==> src/rtl/id_hazard_scoreboard_pkg.sv <==
// Shared types and constants for the ID-stage hazard scoreboard.
// The entry dest field is sized for the widest supported register address (REG_AW <= DEST_W_MAX).
package id_hazard_scoreboard_pkg;

  localparam int REG_AW_DEF     = 4;
  localparam int PIPE_DEPTH_DEF = 2;
  localparam int DEST_W_MAX     = 8;
  localparam int FWD_SEL_RF     = 0;

  typedef struct packed {
    logic                  valid;
    logic [DEST_W_MAX-1:0] dest;
    logic                  is_load;
  } sb_entry_t;

  localparam sb_entry_t SB_BUBBLE = '0;

endpackage

==> src/rtl/id_hazard_scoreboard_if.sv <==
// ID-stage to hazard-unit signal bundle; master is the ID stage, slave is the hazard unit.
interface id_hazard_scoreboard_if
  import id_hazard_scoreboard_pkg::*;
#(
  parameter int REG_AW     = REG_AW_DEF,
  parameter int PIPE_DEPTH = PIPE_DEPTH_DEF,
  parameter int SEL_W      = $clog2(PIPE_DEPTH + 1)
);

  logic              id_valid;
  logic              id_wb_en;
  logic              id_mem_r;
  logic [REG_AW-1:0] id_dest;
  logic [REG_AW-1:0] src1;
  logic [REG_AW-1:0] src2;
  logic              two_src;
  logic              forward_en;
  logic              flush;
  logic              mem_freeze;
  logic              hazard_detected;
  logic [SEL_W-1:0]  fwd_sel1;
  logic [SEL_W-1:0]  fwd_sel2;

  modport master (
    output id_valid, id_wb_en, id_mem_r, id_dest, src1, src2, two_src,
           forward_en, flush, mem_freeze,
    input  hazard_detected, fwd_sel1, fwd_sel2
  );

  modport slave (
    input  id_valid, id_wb_en, id_mem_r, id_dest, src1, src2, two_src,
           forward_en, flush, mem_freeze,
    output hazard_detected, fwd_sel1, fwd_sel2
  );

endinterface

==> src/rtl/id_hazard_scoreboard_src_match.sv <==
// Per-operand lookup: finds the youngest (lowest-index) valid scoreboard entry writing src_i.
module hazard_src_match
  import id_hazard_scoreboard_pkg::*;
#(
  parameter int PIPE_DEPTH = PIPE_DEPTH_DEF,
  parameter int SEL_W      = $clog2(PIPE_DEPTH + 1)
) (
  input  sb_entry_t [PIPE_DEPTH-1:0] sb_i,
  input  logic [DEST_W_MAX-1:0]      src_i,
  input  logic                       en_i,
  output logic                       hit_o,
  output logic [SEL_W-1:0]           idx_o,
  output logic                       is_load_o
);

  always_comb begin
    // NOTE: every output gets a default before the loop so no path leaves it unassigned (no latch).
    hit_o     = 1'b0;
    idx_o     = '0;
    is_load_o = 1'b0;
    // Oldest to youngest: the last hit assigned is the youngest producer.
    for (int k = PIPE_DEPTH - 1; k >= 0; k--) begin
      if (en_i && sb_i[k].valid && (sb_i[k].dest == src_i)) begin
        hit_o     = 1'b1;
        idx_o     = SEL_W'(k);
        is_load_o = sb_i[k].is_load;
      end
    end
  end

endmodule

==> src/rtl/id_hazard_scoreboard.sv <==
// ID-stage hazard unit: in-flight write scoreboard, stall request and forwarding selects.
// Optional HAZARD_STATS_EN adds saturating stall_cycles / load_use_events counters.
module id_hazard_scoreboard
  import id_hazard_scoreboard_pkg::*;
#(
  parameter int REG_AW     = REG_AW_DEF,
  parameter int PIPE_DEPTH = PIPE_DEPTH_DEF,
  parameter int SEL_W      = $clog2(PIPE_DEPTH + 1)
) (
  input  logic                   clk,
  input  logic                   rst,
  id_hazard_scoreboard_if.slave  bus
`ifdef HAZARD_STATS_EN
  ,
  output logic [31:0]            stall_cycles,
  output logic [31:0]            load_use_events
`endif
);

  sb_entry_t [PIPE_DEPTH-1:0] sb_q, sb_d;

  logic             hit1, hit2, ld1, ld2;
  logic [SEL_W-1:0] idx1, idx2;
  logic             load_use, hazard;

  hazard_src_match #(.PIPE_DEPTH(PIPE_DEPTH), .SEL_W(SEL_W)) u_match1 (
    .sb_i      (sb_q),
    .src_i     (DEST_W_MAX'(bus.src1)),
    .en_i      (1'b1),
    .hit_o     (hit1),
    .idx_o     (idx1),
    .is_load_o (ld1)
  );

  hazard_src_match #(.PIPE_DEPTH(PIPE_DEPTH), .SEL_W(SEL_W)) u_match2 (
    .sb_i      (sb_q),
    .src_i     (DEST_W_MAX'(bus.src2)),
    .en_i      (bus.two_src),
    .hit_o     (hit2),
    .idx_o     (idx2),
    .is_load_o (ld2)
  );

  // Load-use: the youngest producer is a load still in EXE, its data is not yet forwardable.
  assign load_use = bus.forward_en &&
                    ((hit1 && (idx1 == '0) && ld1) || (hit2 && (idx2 == '0) && ld2));

  assign hazard = bus.mem_freeze || (bus.forward_en ? load_use : (hit1 || hit2));

  assign bus.hazard_detected = hazard;
  assign bus.fwd_sel1 = (!bus.forward_en || hazard || !hit1) ? SEL_W'(FWD_SEL_RF) : idx1 + SEL_W'(1);
  assign bus.fwd_sel2 = (!bus.forward_en || hazard || !hit2) ? SEL_W'(FWD_SEL_RF) : idx2 + SEL_W'(1);

  always_comb begin
    sb_d = sb_q;
    if (!bus.mem_freeze) begin
      for (int k = PIPE_DEPTH - 1; k >= 1; k--) begin
        sb_d[k] = sb_q[k-1];
      end
      if (bus.flush || hazard || !(bus.id_valid && bus.id_wb_en)) begin
        sb_d[0] = SB_BUBBLE;
      end else begin
        sb_d[0] = '{valid: 1'b1, dest: DEST_W_MAX'(bus.id_dest), is_load: bus.id_mem_r};
      end
    end
  end

  // NOTE: the scoreboard is a few flops, not a RAM, so it is reset whole; only valid matters.
  always_ff @(posedge clk or posedge rst) begin
    if (rst) begin
      sb_q <= '0;
    end else begin
      // NOTE: non-blocking assignment so every register samples pre-edge values.
      sb_q <= sb_d;
    end
  end

`ifdef HAZARD_STATS_EN
  logic [31:0] stall_cycles_q, load_use_events_q;
  logic        load_use_q;

  always_ff @(posedge clk or posedge rst) begin
    if (rst) begin
      stall_cycles_q    <= '0;
      load_use_events_q <= '0;
      load_use_q        <= 1'b0;
    end else begin
      load_use_q <= load_use;
      if (hazard && (stall_cycles_q != '1)) begin
        stall_cycles_q <= stall_cycles_q + 32'd1;
      end
      if (load_use && !load_use_q && (load_use_events_q != '1)) begin
        load_use_events_q <= load_use_events_q + 32'd1;
      end
    end
  end

  assign stall_cycles    = stall_cycles_q;
  assign load_use_events = load_use_events_q;
`endif

endmodule

==> src/flat_wrapper.sv <==
// flat-port wrapper written by rule: the top's interface ports become plain ports
module id_hazard_scoreboard_flat import id_hazard_scoreboard_pkg::*;
#(
  parameter int REG_AW     = REG_AW_DEF,
  parameter int PIPE_DEPTH = PIPE_DEPTH_DEF,
  parameter int SEL_W      = $clog2(PIPE_DEPTH + 1)
)
  (clk, rst, bus_id_valid, bus_id_wb_en, bus_id_mem_r, bus_id_dest, bus_src1, bus_src2, bus_two_src, bus_forward_en, bus_flush, bus_mem_freeze, bus_hazard_detected, bus_fwd_sel1, bus_fwd_sel2);
  id_hazard_scoreboard_if #(.REG_AW(REG_AW), .PIPE_DEPTH(PIPE_DEPTH), .SEL_W(SEL_W)) bus_i ();
  input  logic clk;
  input  logic rst;
  input wire logic [$bits(bus_i.id_valid)-1:0] bus_id_valid;
  input wire logic [$bits(bus_i.id_wb_en)-1:0] bus_id_wb_en;
  input wire logic [$bits(bus_i.id_mem_r)-1:0] bus_id_mem_r;
  input wire logic [$bits(bus_i.id_dest)-1:0] bus_id_dest;
  input wire logic [$bits(bus_i.src1)-1:0] bus_src1;
  input wire logic [$bits(bus_i.src2)-1:0] bus_src2;
  input wire logic [$bits(bus_i.two_src)-1:0] bus_two_src;
  input wire logic [$bits(bus_i.forward_en)-1:0] bus_forward_en;
  input wire logic [$bits(bus_i.flush)-1:0] bus_flush;
  input wire logic [$bits(bus_i.mem_freeze)-1:0] bus_mem_freeze;
  output wire logic [$bits(bus_i.hazard_detected)-1:0] bus_hazard_detected;
  output wire logic [$bits(bus_i.fwd_sel1)-1:0] bus_fwd_sel1;
  output wire logic [$bits(bus_i.fwd_sel2)-1:0] bus_fwd_sel2;
  assign bus_i.id_valid = bus_id_valid;
  assign bus_i.id_wb_en = bus_id_wb_en;
  assign bus_i.id_mem_r = bus_id_mem_r;
  assign bus_i.id_dest = bus_id_dest;
  assign bus_i.src1 = bus_src1;
  assign bus_i.src2 = bus_src2;
  assign bus_i.two_src = bus_two_src;
  assign bus_i.forward_en = bus_forward_en;
  assign bus_i.flush = bus_flush;
  assign bus_i.mem_freeze = bus_mem_freeze;
  assign bus_hazard_detected = bus_i.hazard_detected;
  assign bus_fwd_sel1 = bus_i.fwd_sel1;
  assign bus_fwd_sel2 = bus_i.fwd_sel2;
  id_hazard_scoreboard #(.REG_AW(REG_AW), .PIPE_DEPTH(PIPE_DEPTH), .SEL_W(SEL_W)) u_core (.clk(clk), .rst(rst), .bus(bus_i));
endmodule
==> config.mk <==
export PLATFORM = sky130hd
export DESIGN_NAME = id_hazard_scoreboard_flat
export DESIGN_NICKNAME = d
export VERILOG_FILES = /design/src/rtl/id_hazard_scoreboard_pkg.sv /design/src/rtl/id_hazard_scoreboard_if.sv /design/src/rtl/id_hazard_scoreboard_src_match.sv /design/src/rtl/id_hazard_scoreboard.sv /design/src/flat_wrapper.sv
export SDC_FILE = /design/constraint.sdc
export NUM_CORES = 1
export LEC_CHECK = 0
export ABC_CLOCK_PERIOD_IN_PS = 3100
export BUFFER_PORTS_ARGS = -buffer_cell sky130_fd_sc_hd__buf_2
export CAP_MARGIN = 5
export CORE_UTILIZATION = 56
export CTS_BUF_LIST = sky130_fd_sc_hd__clkbuf_8
export DETAILED_ROUTE_END_ITERATION = 6
export PLACE_DENSITY_LB_ADDON = 0.12
export SYNTH_ARGS = -nofsm -noshare
export SYNTH_HDL_FRONTEND = slang
export SYNTH_HIERARCHICAL = 1
export SYNTH_SLANG_ARGS = --single-unit
==> constraint.sdc <==
create_clock -name clk -period 3.1 [get_ports clk]
set_clock_uncertainty 0.2 [all_clocks]
set_input_delay 0.465 -clock clk [delete_from_list [all_inputs] [get_ports clk]]
set_output_delay 0.465 -clock clk [all_outputs]
set_load 0.005 [all_outputs]
# == Yosys cells after proc, flatten, opt, wreduce, memory -nomap -nowiden ==
# Index checks and enable logic that the tools add are counted.
# word_totals
ff_bits,20
latchBits,0
mem_bits_rw,0
romBits,0
memories,0
# classes
add_sub_neg,2
multipliers,0
div,0
magnitude_cmp,0
n_eq_ne,4
shifts,0
muxes,16
bitwise,0
reduce_logical,26
# ops
op,n
8-bit by 4-bit == test with 1-bit output,4
1-bit logical AND,12
1-bit two-way mux,11
10-bit two-way mux,1
1-bit logical OR,8
2-bit two-way mux,4
"2-bit by 1-bit adder with 2-bit output, second input constant",2
1-bit logical NOT,4
2-bit logical NOT,2

# == Longest topological paths before layout ==
# Gate-level depths: netlist (run 1).
# depth
word_depth,14
ltp_mapped,9
mapped_depth_nobuf,9

# == Modules after synthesis ==
# Netlist (run 1), hierarchy kept.
# modules_own_cells
mod,n_inst,cells_per_inst,area_per_inst_um2
id_hazard_scoreboard,1,60,683.2
hazard_src_match,2,31,237.7

# == Worst setup path before layout (run 1) ==
# OpenSTA, ideal clock, no wires.
# synth_timing
kind,input port to output port
from,input port bus_src2[0]
to,output port bus_fwd_sel1[0]
arrival_ns,2.011
required_time_ns,2.435
path_slack_ns,0.424
path_stages,9
path_buffers,0
cell_sequence,xnor2_1 -> nand4_1 -> or3_1 -> nor2b_1 -> inv_1 -> ha_1 -> nand3_1 -> nand2_4 -> nor4_1
# synth_via
elab_chain_cells,14
# synth_lines
element,line,source
"start, declared",flat_wrapper.sv:17,input wire logic [$bits(bus_i.src2)-1:0] bus_src2;
8-bit by 4-bit == test with 1-bit output,id_hazard_scoreboard_src_match.sv:23,if (en_i && sb_i[k].valid && (sb_i[k].dest == src_i)) begin
1-bit logical AND,id_hazard_scoreboard_src_match.sv:23,
1-bit two-way mux,id_hazard_scoreboard_src_match.sv:23,
2-bit two-way mux *,id_hazard_scoreboard_src_match.sv:23,
net u_core.idx2[0],id_hazard_scoreboard.sv:23,"logic [SEL_W-1:0] idx1, idx2;"
2-bit logical NOT *,id_hazard_scoreboard.sv:46,((hit1 && (idx1 == '0) && ld1) || (hit2 && (idx2 == '0) && ld2));
1-bit logical AND * (2 in a row),id_hazard_scoreboard.sv:46,
1-bit logical OR *,id_hazard_scoreboard.sv:46,
1-bit logical AND *,id_hazard_scoreboard.sv:45,assign load_use = bus.forward_en &&
1-bit two-way mux *,id_hazard_scoreboard.sv:48,assign hazard = bus.mem_freeze || (bus.forward_en ? load_use : (hit1 || hit2));
1-bit logical OR *,id_hazard_scoreboard.sv:48,
1-bit logical OR * (2 in a row),id_hazard_scoreboard.sv:51,assign bus.fwd_sel1 = (!bus.forward_en || hazard || !hit1) ? SEL_W'(FWD_SEL_RF) : idx1 + SEL_W'(1);
2-bit two-way mux *,id_hazard_scoreboard.sv:51,
"end, declared",flat_wrapper.sv:23,output wire logic [$bits(bus_i.fwd_sel1)-1:0] bus_fwd_sel1;
# The timed path passes the listed nets; every way through them passes the cells marked *.

# == Worst setup path in the final report (run 1) ==
# layout_timing
from,register u_core/sb_q[11] in the netlist's numbering
to,output port bus_fwd_sel1[1]
# layout_via
elab_chain_cells,14
# layout_lines
element,line,source
"start, declared",id_hazard_scoreboard.sv:20,"sb_entry_t [PIPE_DEPTH-1:0] sb_q, sb_d;"
"start signal, assigned",id_hazard_scoreboard.sv:71,sb_q <= '0;
"start signal, assigned",id_hazard_scoreboard.sv:74,sb_q <= sb_d;
8-bit by 4-bit == test with 1-bit output *,id_hazard_scoreboard_src_match.sv:23,
1-bit logical AND *,id_hazard_scoreboard_src_match.sv:23,
1-bit two-way mux *,id_hazard_scoreboard_src_match.sv:23,
2-bit two-way mux *,id_hazard_scoreboard_src_match.sv:23,
net u_core.idx1[0],id_hazard_scoreboard.sv:23,
2-bit logical NOT,id_hazard_scoreboard.sv:46,
1-bit logical AND (2 in a row),id_hazard_scoreboard.sv:46,
1-bit logical OR,id_hazard_scoreboard.sv:46,
1-bit logical AND,id_hazard_scoreboard.sv:45,
1-bit two-way mux,id_hazard_scoreboard.sv:48,
1-bit logical OR,id_hazard_scoreboard.sv:48,
1-bit logical OR (2 in a row),id_hazard_scoreboard.sv:51,
2-bit two-way mux *,id_hazard_scoreboard.sv:51,
# Marks and branches as above.

==> flow_summary.toml, run 1 <==
[place]
dp_cells = 203
hpwl_um = 1923
port_buffers = 25
gp_congestion = 0.7422

[critical_path]
cp-end-kind = "output pin"
critPathTopFamily = "simple AND/OR/NAND/NOR gates"
max_stage_delay_ns = 0.44
crit_type = "reg -> out"
critical_path_cell_count = 10
worstPathRequired_ns = 2.43
worstPathMaxFanout = 5
arrival_ns = 2.32
worstPathCellList = "xnor2_1, nand4_1, or3_4, nor2b_4, inv_1, ha_1, nand3_2, nand2_4, nor4_2, buf_2"
cp-start-kind = "flip-flop"
worst-path-buf-inv = 2
critPathSlowestCell = "or3_4"
r2r_cells = 10

[outcome]
status = "finished, final reports clean"

[die]
core_area_mm2 = 0.001962
ioPinCount = 26
die_y_um = 47.49
rows = 16
die-area_mm2 = 0.002255
die_x_um = 47.49
start_util_pct = 59.06

[synthesis]
ys.flop_type = "dfrtp_1"
synth-async-reset-ratio_pct = 100.0
ys_top_cells_by_area = "dfrtp_1 26%, xnor2_1 14%, xor2_1 11%"
syn_area_per_cell_um2 = 9.497
synth_cells = 122
synth.distinct_cells = 27
synth_top_cell_area_share_pct = 25.92
yosysWarnings = 6
ys_seq_area_share_pct = 25.92
synth_edf_count = 0
synth_commonest_cells = "18 x xnor2_1, 14 x xor2_1, 13 x inv_1"
yosysMostFrequentCell = "xnor2_1"
yosysTopAreaCell = "dfrtp_1"
synthesis.area_mm2 = 0.001159
yosys_register_bits = 12

[global_route]
grt_max_degree = 23
grt_pass1_wl_um = 3657
grt_pass1_vias = 899
antenna_found_initial = 0
grt_use_total_pct = 23.89
gr-total-overflow = 0

[timing]
post-route-period-util_pct = 96.28
finalMaxSlewViolations = 0
holdWs_ns = 0.02920
hold_viol = 0
setup_viol = 0
post-route-min-period_ns = 2.985
fmax_mhz = 335.0

[power_and_ir_drop]
swShare_pct = 26.48
p_int_uw = 296.1
power_frac_clock_pct = 33.1
p_comb_share_pct = 24.1
power.switching_uw = 106.7
power_frac_seq_pct = 42.8
cellPowerDensity_mw_per_mm2 = 264.7
p_leak_uw = 0.0007839
vdd_drop_max_mv = 0.2871

[cts]
cts_buffer_depth = 2
h-tree-depth = 1
clk-insertion-delay-late_ns = 0.23
clkSlewWorstSetupHoldPaths_ns = 0.05
root_buffer = "clkbuf_8"
cts_tree = "built"
numCtsBuffers = 3
numClockSinks = 12

[final_layout]
fill_cells = 167
fin_cells = 208
antenna_cells = 0
area_delta_synth_final_pct = 31.32
largestRegisters = "u_core/sb_q: 12 flops"
nets = 206
drive_gt1_share_pct = 32.04
largest_register_ffs = 12
top_register = "u_core/sb_q"

[route]
num_vias = 959
first_iter_violations = 4
first_pass_iters = 4
route.antenna.remaining_nets = 0
routedWlPerCell_um = 11.28
routed_wl_um = 2346
vias_per_cell = 4.611
drc = 0

[run]
max-cap-violations = 0

[hold_path]
worstHoldPathType = "in -> async"
==> routing by layer <==
layer	share of wire, %	track usage (%)	routed length [µm]
met5	0	0	0
met3	2.0	1.132	46
met4	1.2	11.43	27
met2	56	46.85	1323
met1	40	25.78	948
==> path summary, 6_finish.rpt <==
check                      slack (ns)                           to                         from
setup / recovery                 0.12              bus_fwd_sel1[1]  u_core/sb_q[11]$_DFFE_PP0N_
hold / removal                   0.03   u_core/sb_q[1]$_DFFE_PP0N_                          rst
setup reg to reg                 0.60   u_core/sb_q[0]$_DFFE_PP0N_  u_core/sb_q[11]$_DFFE_PP0N_
hold reg to reg                  0.35  u_core/sb_q[19]$_DFFE_PP0N_  u_core/sb_q[19]$_DFFE_PP0N_
max in group asynchronous        2.36  u_core/sb_q[12]$_DFFE_PP0N_                          rst
min in group clk                 0.29   u_core/sb_q[1]$_DFFE_PP0N_               bus_id_dest[0]
==> layout make-up <==
| cell class | count | area (µm²) | area share, % |
|---|---|---|---|
| well taps | 27 | 33.78 | 2.220 |
| repair buffers | 28 | 147.6 | 9.704 |
| flip-flops and latches | 12 | 300.3 | 19.74 |
| inverters | 13 | 48.80 | 3.207 |
| clock buffers | 3 | 41.29 | 2.714 |
| multi-input cells | 125 | 949.7 | 62.42 |
==> cells by family after synthesis <==
logic type	after synthesis	synth area share [%]
mux	8	8.423
xor+xnor	32	24.19
other cells	4	1.296
fa+ha+maj	2	2.159
buf+inv	17	6.479
compound gates	7	9.288
flops	12	25.92
simple gates	40	22.24
==> stage by stage <==
step	utilization, %	TNS [ns]	cell area [µm²]	power, µW	setup WS [ns]
6_report	77.55	0	1521	402.7	0.1153
5_1_grt	77.55	-0.003096	1521	426.4	-0.003096
4_1_cts	75.00	0	1471	402.8	0.01708
3_5_place_dp	72.32	-0.002574	1419	267.1	-0.002574
3_3_place_gp	72.32	0	1419	263.8	0.05335
2_1_floorplan	-	0	1279	242.8	0.4238
==> layout by cell type (no fill, tap or decap), types with 3 or more instances in the layout <==
| cell | count |
|---|---|
| xor2_1 | 14 |
| buf_4 | 3 |
| nand3_1 | 5 |
| o41ai_2 | 5 |
| nand2_1 | 10 |
| mux2_2 | 6 |
| dfrtp_1 | 12 |
| clkbuf_8 | 3 |
| conb_1 | 36 |
| inv_1 | 13 |
| nor4_1 | 3 |
| buf_2 | 25 |
| nor3_1 | 3 |
| nand3_2 | 3 |
| nor4_2 | 3 |
| xnor2_1 | 18 |
==> power by group through the flow <==
| stage | Clock (µW) | Combinational, µW | Sequential, µW |
|---|---|---|---|
| floorplan | 0 | 70.6 | 172 |
| global placement | 0 | 89.4 | 174 |
| detailed placement | 0 | 92.3 | 175 |
| CTS | 138 | 93.0 | 172 |
| global route | 143 | 110 | 173 |
| finish | 133 | 97.2 | 172 |
==> repair_timing <==
action,CTS,global route
hold buffers,0,0
setup buffers,0,2
gates cloned,0,0
pin swaps,0,6
gates resized for setup,3,7
endpoints found under the setup margin,2,4
No activity file was read; power rests on OpenSTA's default activity.
==> run 2, diff against run 1 <==
--- a/config.mk
+++ b/config.mk
@@ -6,7 +6,7 @@
 export NUM_CORES = 1
 export LEC_CHECK = 0
 export ABC_CLOCK_PERIOD_IN_PS = 3100
-export BUFFER_PORTS_ARGS = -buffer_cell sky130_fd_sc_hd__buf_2
+export BUFFER_PORTS_ARGS = -buffer_cell sky130_fd_sc_hd__buf_4
 export CAP_MARGIN = 5
 export CORE_UTILIZATION = 56
 export CTS_BUF_LIST = sky130_fd_sc_hd__clkbuf_8
==> run 2 against run 1 <==
Largest cell class unchanged. Sequential share of layout area shrank 1.3 points. Cell count is 0.96% higher. Fmax is 1.2% lower. Sequential power hardly changed. Hold slack improved by 0.0059 ns. Sequential cell count is the same. Critical path type unchanged. Routed wire length is 9.4% higher. Non-clock buffer count increased by 2.
==> flow_summary.toml, run 2 (synthesized netlist as in run 1, its figures left out) <==
[critical_path]
max_stage_delay_ns = 0.42
crit_type = "reg -> out"
cp-start-kind = "flip-flop"
worst-path-buf-inv = 2
worstPathMaxFanout = 5
worstPathCellList = "xnor2_1, nand3_1, or3_4, nor2b_4, inv_1, ha_1, nand3_2, nand2_4, nor4b_4, buf_4"
critPathSlowestCell = "dfrtp_1"
worstPathRequired_ns = 2.43
critPathTopFamily = "simple AND/OR/NAND/NOR gates"
arrival_ns = 2.36
cp-end-kind = "output pin"

[timing]
hold_viol = 0
post-route-min-period_ns = 3.022
post-route-period-util_pct = 97.48
fmax_mhz = 330.9
setup_slack_ns = 0.07823
setup_viol = 0
setup_tns_ns = 0
holdWs_ns = 0.03509
finalMaxSlewViolations = 0

[cts]
numCtsBuffers = 3
root_buffer = "clkbuf_8"
cts_hold_buf = 0
cts_buffer_depth = 2
numClockSinks = 12
h-tree-depth = 1
clkSlewWorstSetupHoldPaths_ns = 0.05
clk-insertion-delay-late_ns = 0.23
cts_tree = "built"

[route]
first_pass_iters = 4
vias_per_cell = 4.705
route.antenna.remaining_nets = 0
first_iter_violations = 17
drc = 0
routed_wl_um = 2567
num_vias = 988
routedWlPerCell_um = 12.22

[final_layout]
largest_register_ffs = 12
fill_cells = 134
top_register = "u_core/sb_q"
layout_common_cells = "36 x conb_1, 30 x buf_4, 18 x xnor2_1"
fin_util_pct = 82.97
antenna_cells = 0
nets = 208
largestRegisters = "u_core/sb_q: 12 flops"
drive_gt1_share_pct = 33.33
area_delta_synth_final_pct = 40.50
final_common_cell = "conb_1"

[place]
hpwl_um = 1937
port_buffers = 25
gp_congestion = 0.7459
place_ws_ns = -0.04403

[die]
start_util_pct = 59.06
die_x_um = 47.49
ioPinCount = 26
rows = 16
core_area_mm2 = 0.001962
die_y_um = 47.49
die-area_mm2 = 0.002255

[global_route]
grt_pass1_wl_um = 3318
grt_use_total_pct = 21.26
grt_pass1_vias = 883
antenna_found_initial = 0
grt_max_degree = 23
gr-total-overflow = 0

[run]
max-cap-violations = 0

[hold_path]
worstHoldPathType = "in -> async"

[outcome]
status = "finished, final reports clean"

[power_and_ir_drop]
vdd_drop_max_mv = 0.4088
p_leak_uw = 0.0008112
cellPowerDensity_mw_per_mm2 = 254.2
-- run 2: cell types whose count changed in the layout (fill, tap and decap cells not counted) --
cell	previous run	this run
nand3_4	0	1
nor4b_4	0	1
nor4_1	3	2
ha_1	2	1
nand3_1	5	6
buf_4	3	30
ha_2	0	1
nor4b_2	1	0
nor4_4	0	1
buf_2	25	0
nand3_2	3	1
-- run 2: layer usage --
layer	vias to the layer above	GRT usage, %	wire length [µm]
li1	503	-	-
met4	0	5.714	0
met1	469	20.48	979
met3	0	4.906	68
met2	16	43.84	1519
met5	-	0	0
-- run 2: metrics by stage --
stage,std cells,power (µW),cell area [µm²]
after floorplan,154,242.8,1279
after global placement,203,271.3,1481
after detailed placement,203,275.4,1481
after CTS,206,410.0,1540
after global routing,210,434.6,1628
final,210,413.8,1628
-- run 2: timing repair --
action / CTS / global route
buffers inserted: 0 / 4
pin swaps: 2 / 13
resized for setup: 4 / 10
setup endpoints to repair: 3 / 4
-- run 2: area by class of cell --
type	instances	area (µm²)	share of cell area, %
timing repair buffer	30	225.2	13.84
inverter	13	48.80	2.998
tap	27	33.78	2.075
multi-input combinational	125	978.4	60.11
clock buffer	3	41.29	2.537
sequential	12	300.3	18.45
-- run 2: final timing paths --
path                                             start                     endpoint  slack, ns  cells after the start
setup / recovery           u_core/sb_q[12]$_DFFE_PP0N_              bus_fwd_sel2[0]       0.08                     10
hold / removal                                     rst   u_core/sb_q[9]$_DFFE_PP0N_       0.04                      2
setup reg to reg           u_core/sb_q[12]$_DFFE_PP0N_   u_core/sb_q[0]$_DFFE_PP0N_       0.62                     10
hold reg to reg            u_core/sb_q[10]$_DFFE_PP0N_  u_core/sb_q[10]$_DFFE_PP0N_       0.33                      1
max in group asynchronous                          rst  u_core/sb_q[19]$_DFFE_PP0N_       2.36                      2
min in group clk                        bus_id_dest[2]   u_core/sb_q[3]$_DFFE_PP0N_       0.30                      3
-- run 2: report_power, final --
group / switching (µW) / internal (µW) / total, µW
clock network: 48.9 / 84.9 / 134
logic: 52.4 / 55.4 / 108
registers: 8.01 / 164 / 172
==> run 3, diff against run 2 <==
--- a/config.mk
+++ b/config.mk
@@ -8,7 +8,7 @@
 export ABC_CLOCK_PERIOD_IN_PS = 3100
 export BUFFER_PORTS_ARGS = -buffer_cell sky130_fd_sc_hd__buf_4
 export CAP_MARGIN = 5
-export CORE_UTILIZATION = 56
+export CORE_UTILIZATION = 53
 export CTS_BUF_LIST = sky130_fd_sc_hd__clkbuf_8
 export DETAILED_ROUTE_END_ITERATION = 6
 export PLACE_DENSITY_LB_ADDON = 0.12
==> run 3 against run 2 <==
Combinational power hardly changed. Via count is 0.71% lower. Sequential cell count stayed put. Highest routed layer is now met4.
==> flow_summary.toml, run 3 (synthesized netlist as in run 1, its figures left out) <==
[global_route]
grt_max_degree = 23
gr-total-overflow = 0
grt_use_total_pct = 22.01
antenna_found_initial = 0
grt_pass1_wl_um = 3988
grt_pass1_vias = 987

[power_and_ir_drop]
power_uw = 446.5
power_frac_seq_pct = 38.7
cellPowerDensity_mw_per_mm2 = 278.6
swShare_pct = 25.76
power.switching_uw = 115.0
power_frac_clock_pct = 37.7
p_leak_uw = 0.0008059
p_comb_share_pct = 23.6
vdd_drop_max_mv = 0.3123
p_int_uw = 331.5

[die]
die-area_mm2 = 0.002377
start_util_pct = 57.87
ioPinCount = 26
rows = 16
die_y_um = 48.76
core_area_mm2 = 0.002002
die_x_um = 48.76

[cts]
numClockSinks = 12
cts_tree = "built"
clk-insertion-delay-late_ns = 0.24
numCtsBuffers = 3
cts_hold_buf = 0
root_buffer = "clkbuf_8"
h-tree-depth = 1
cts_buffer_depth = 2
clkSlewWorstSetupHoldPaths_ns = 0.05

[route]
first_pass_iters = 2
vias_per_cell = 4.716
drc = 0
num_vias = 981
routedWlPerCell_um = 11.28
routed_wl_um = 2346
first_iter_violations = 6
route.antenna.remaining_nets = 0

[final_layout]
layout_common_cells = "36 x conb_1, 27 x buf_4, 16 x xnor2_1"
fill_cells = 137
final_common_cell = "conb_1"
fin_cells = 208
largest_register_ffs = 12
antenna_cells = 0
nets = 205
area_delta_synth_final_pct = 38.34
design_area_mm2 = 0.001603
drive_gt1_share_pct = 33.70
top_register = "u_core/sb_q"
largestRegisters = "u_core/sb_q: 12 flops"

[critical_path]
worstPathCellList = "xnor2_1, nand4_1, or3_4, nor2b_2, inv_1, ha_1, nand3_2, nand2_4, nor4b_2, buf_4"
critical_path_cell_count = 10
critPathSlowestCell = "dfrtp_1"
worstPathMaxFanout = 5
r2r_cells = 10
cp-start-kind = "flip-flop"
crit_type = "reg -> out"
worst-path-buf-inv = 2
arrival_ns = 2.32
cp-end-kind = "output pin"
critPathTopFamily = "simple AND/OR/NAND/NOR gates"
worstPathRequired_ns = 2.43
max_stage_delay_ns = 0.41

[place]
dpl_cell_area_mm2 = 0.001481
dp_cells = 203
gp_congestion = 0.8016
hpwl_um = 1945
port_buffers = 25

[run]
max-cap-violations = 0

[timing]
setup_viol = 0
post-route-period-util_pct = 96.40
holdWs_ns = 0.03160
finalMaxSlewViolations = 0
post-route-min-period_ns = 2.988
hold_viol = 0
fmax_mhz = 334.6
setup_tns_ns = 0

[hold_path]
worstHoldPathType = "in -> async"

[outcome]
status = "finished, final reports clean"
==> run 3: cell types whose count changed in the layout (fill, tap and decap cells not counted), sizes merged <==
cell | before | now
buf | 30 | 27
clkbuf | 3 | 4
==> run 3: layout make-up <==
type                            instances  area, µm²  share of cell area [%]
Timing Repair Buffer                   27      202.7                   12.65
Inverter                               13      48.80                   3.044
Sequential cell                        12      301.5                   18.81
Clock buffer                            4      55.05                   3.435
Tap cell                               27      33.78                   2.108
Multi-Input combinational cell        125      960.9                   59.95
==> run 3: power groups by stage <==
| stage | registers [µW] | clock network [µW] | logic [µW] |
|---|---|---|---|
| 6_report | 173 | 168 | 105 |
| 2_1_floorplan | 172 | 0 | 70.6 |
| 3_3_place_gp | 174 | 0 | 97.1 |
| 3_5_place_dp | 175 | 0 | 100 |
| 5_1_grt | 174 | 181 | 118 |
| 4_1_cts | 172 | 175 | 102 |
==> run 3: metal layers <==
layer  part of all wire [%]  track usage (%)  wire length [µm]  up-vias
met5                      0                0                 0        -
met4                    1.9            8.333                44        0
met3                    3.4            5.031                79        6
met2                     57            43.06              1326       21
met1                     38            22.07               895      461
li1                       -                -                 -      493
==> run 3: worst paths after layout <==
check | to | from | slack [ns]
min reg2reg | u_core/sb_q[10]$_DFFE_PP0N_ | u_core/sb_q[10]$_DFFE_PP0N_ | 0.34
max reg2reg | u_core/sb_q[4]$_DFFE_PP0N_ | u_core/sb_q[13]$_DFFE_PP0N_ | 0.66
max in group asynchronous | u_core/sb_q[11]$_DFFE_PP0N_ | rst | 2.33
max | bus_fwd_sel2[0] | u_core/sb_q[13]$_DFFE_PP0N_ | 0.11
min | u_core/sb_q[19]$_DFFE_PP0N_ | rst | 0.03
min in group clk | u_core/sb_q[2]$_DFFE_PP0N_ | bus_id_dest[1] | 0.28
==> run 3: stage by stage <==
step | worst slack (ns) | utilization (%)
2_1_floorplan | 0.4238 | -
3_3_place_gp | 0.05997 | 74.00
3_5_place_dp | -0.03426 | 74.00
4_1_cts | 0.001323 | 78.25
5_1_grt | -0.01542 | 80.06
6_report | 0.1117 | 80.06
==> run 3: repair_timing <==
action                                  CTS  global route
setup buffers                             0             1
pin swaps                                 0             3
resized for setup                         6             6
endpoints found under the setup margin    3             4
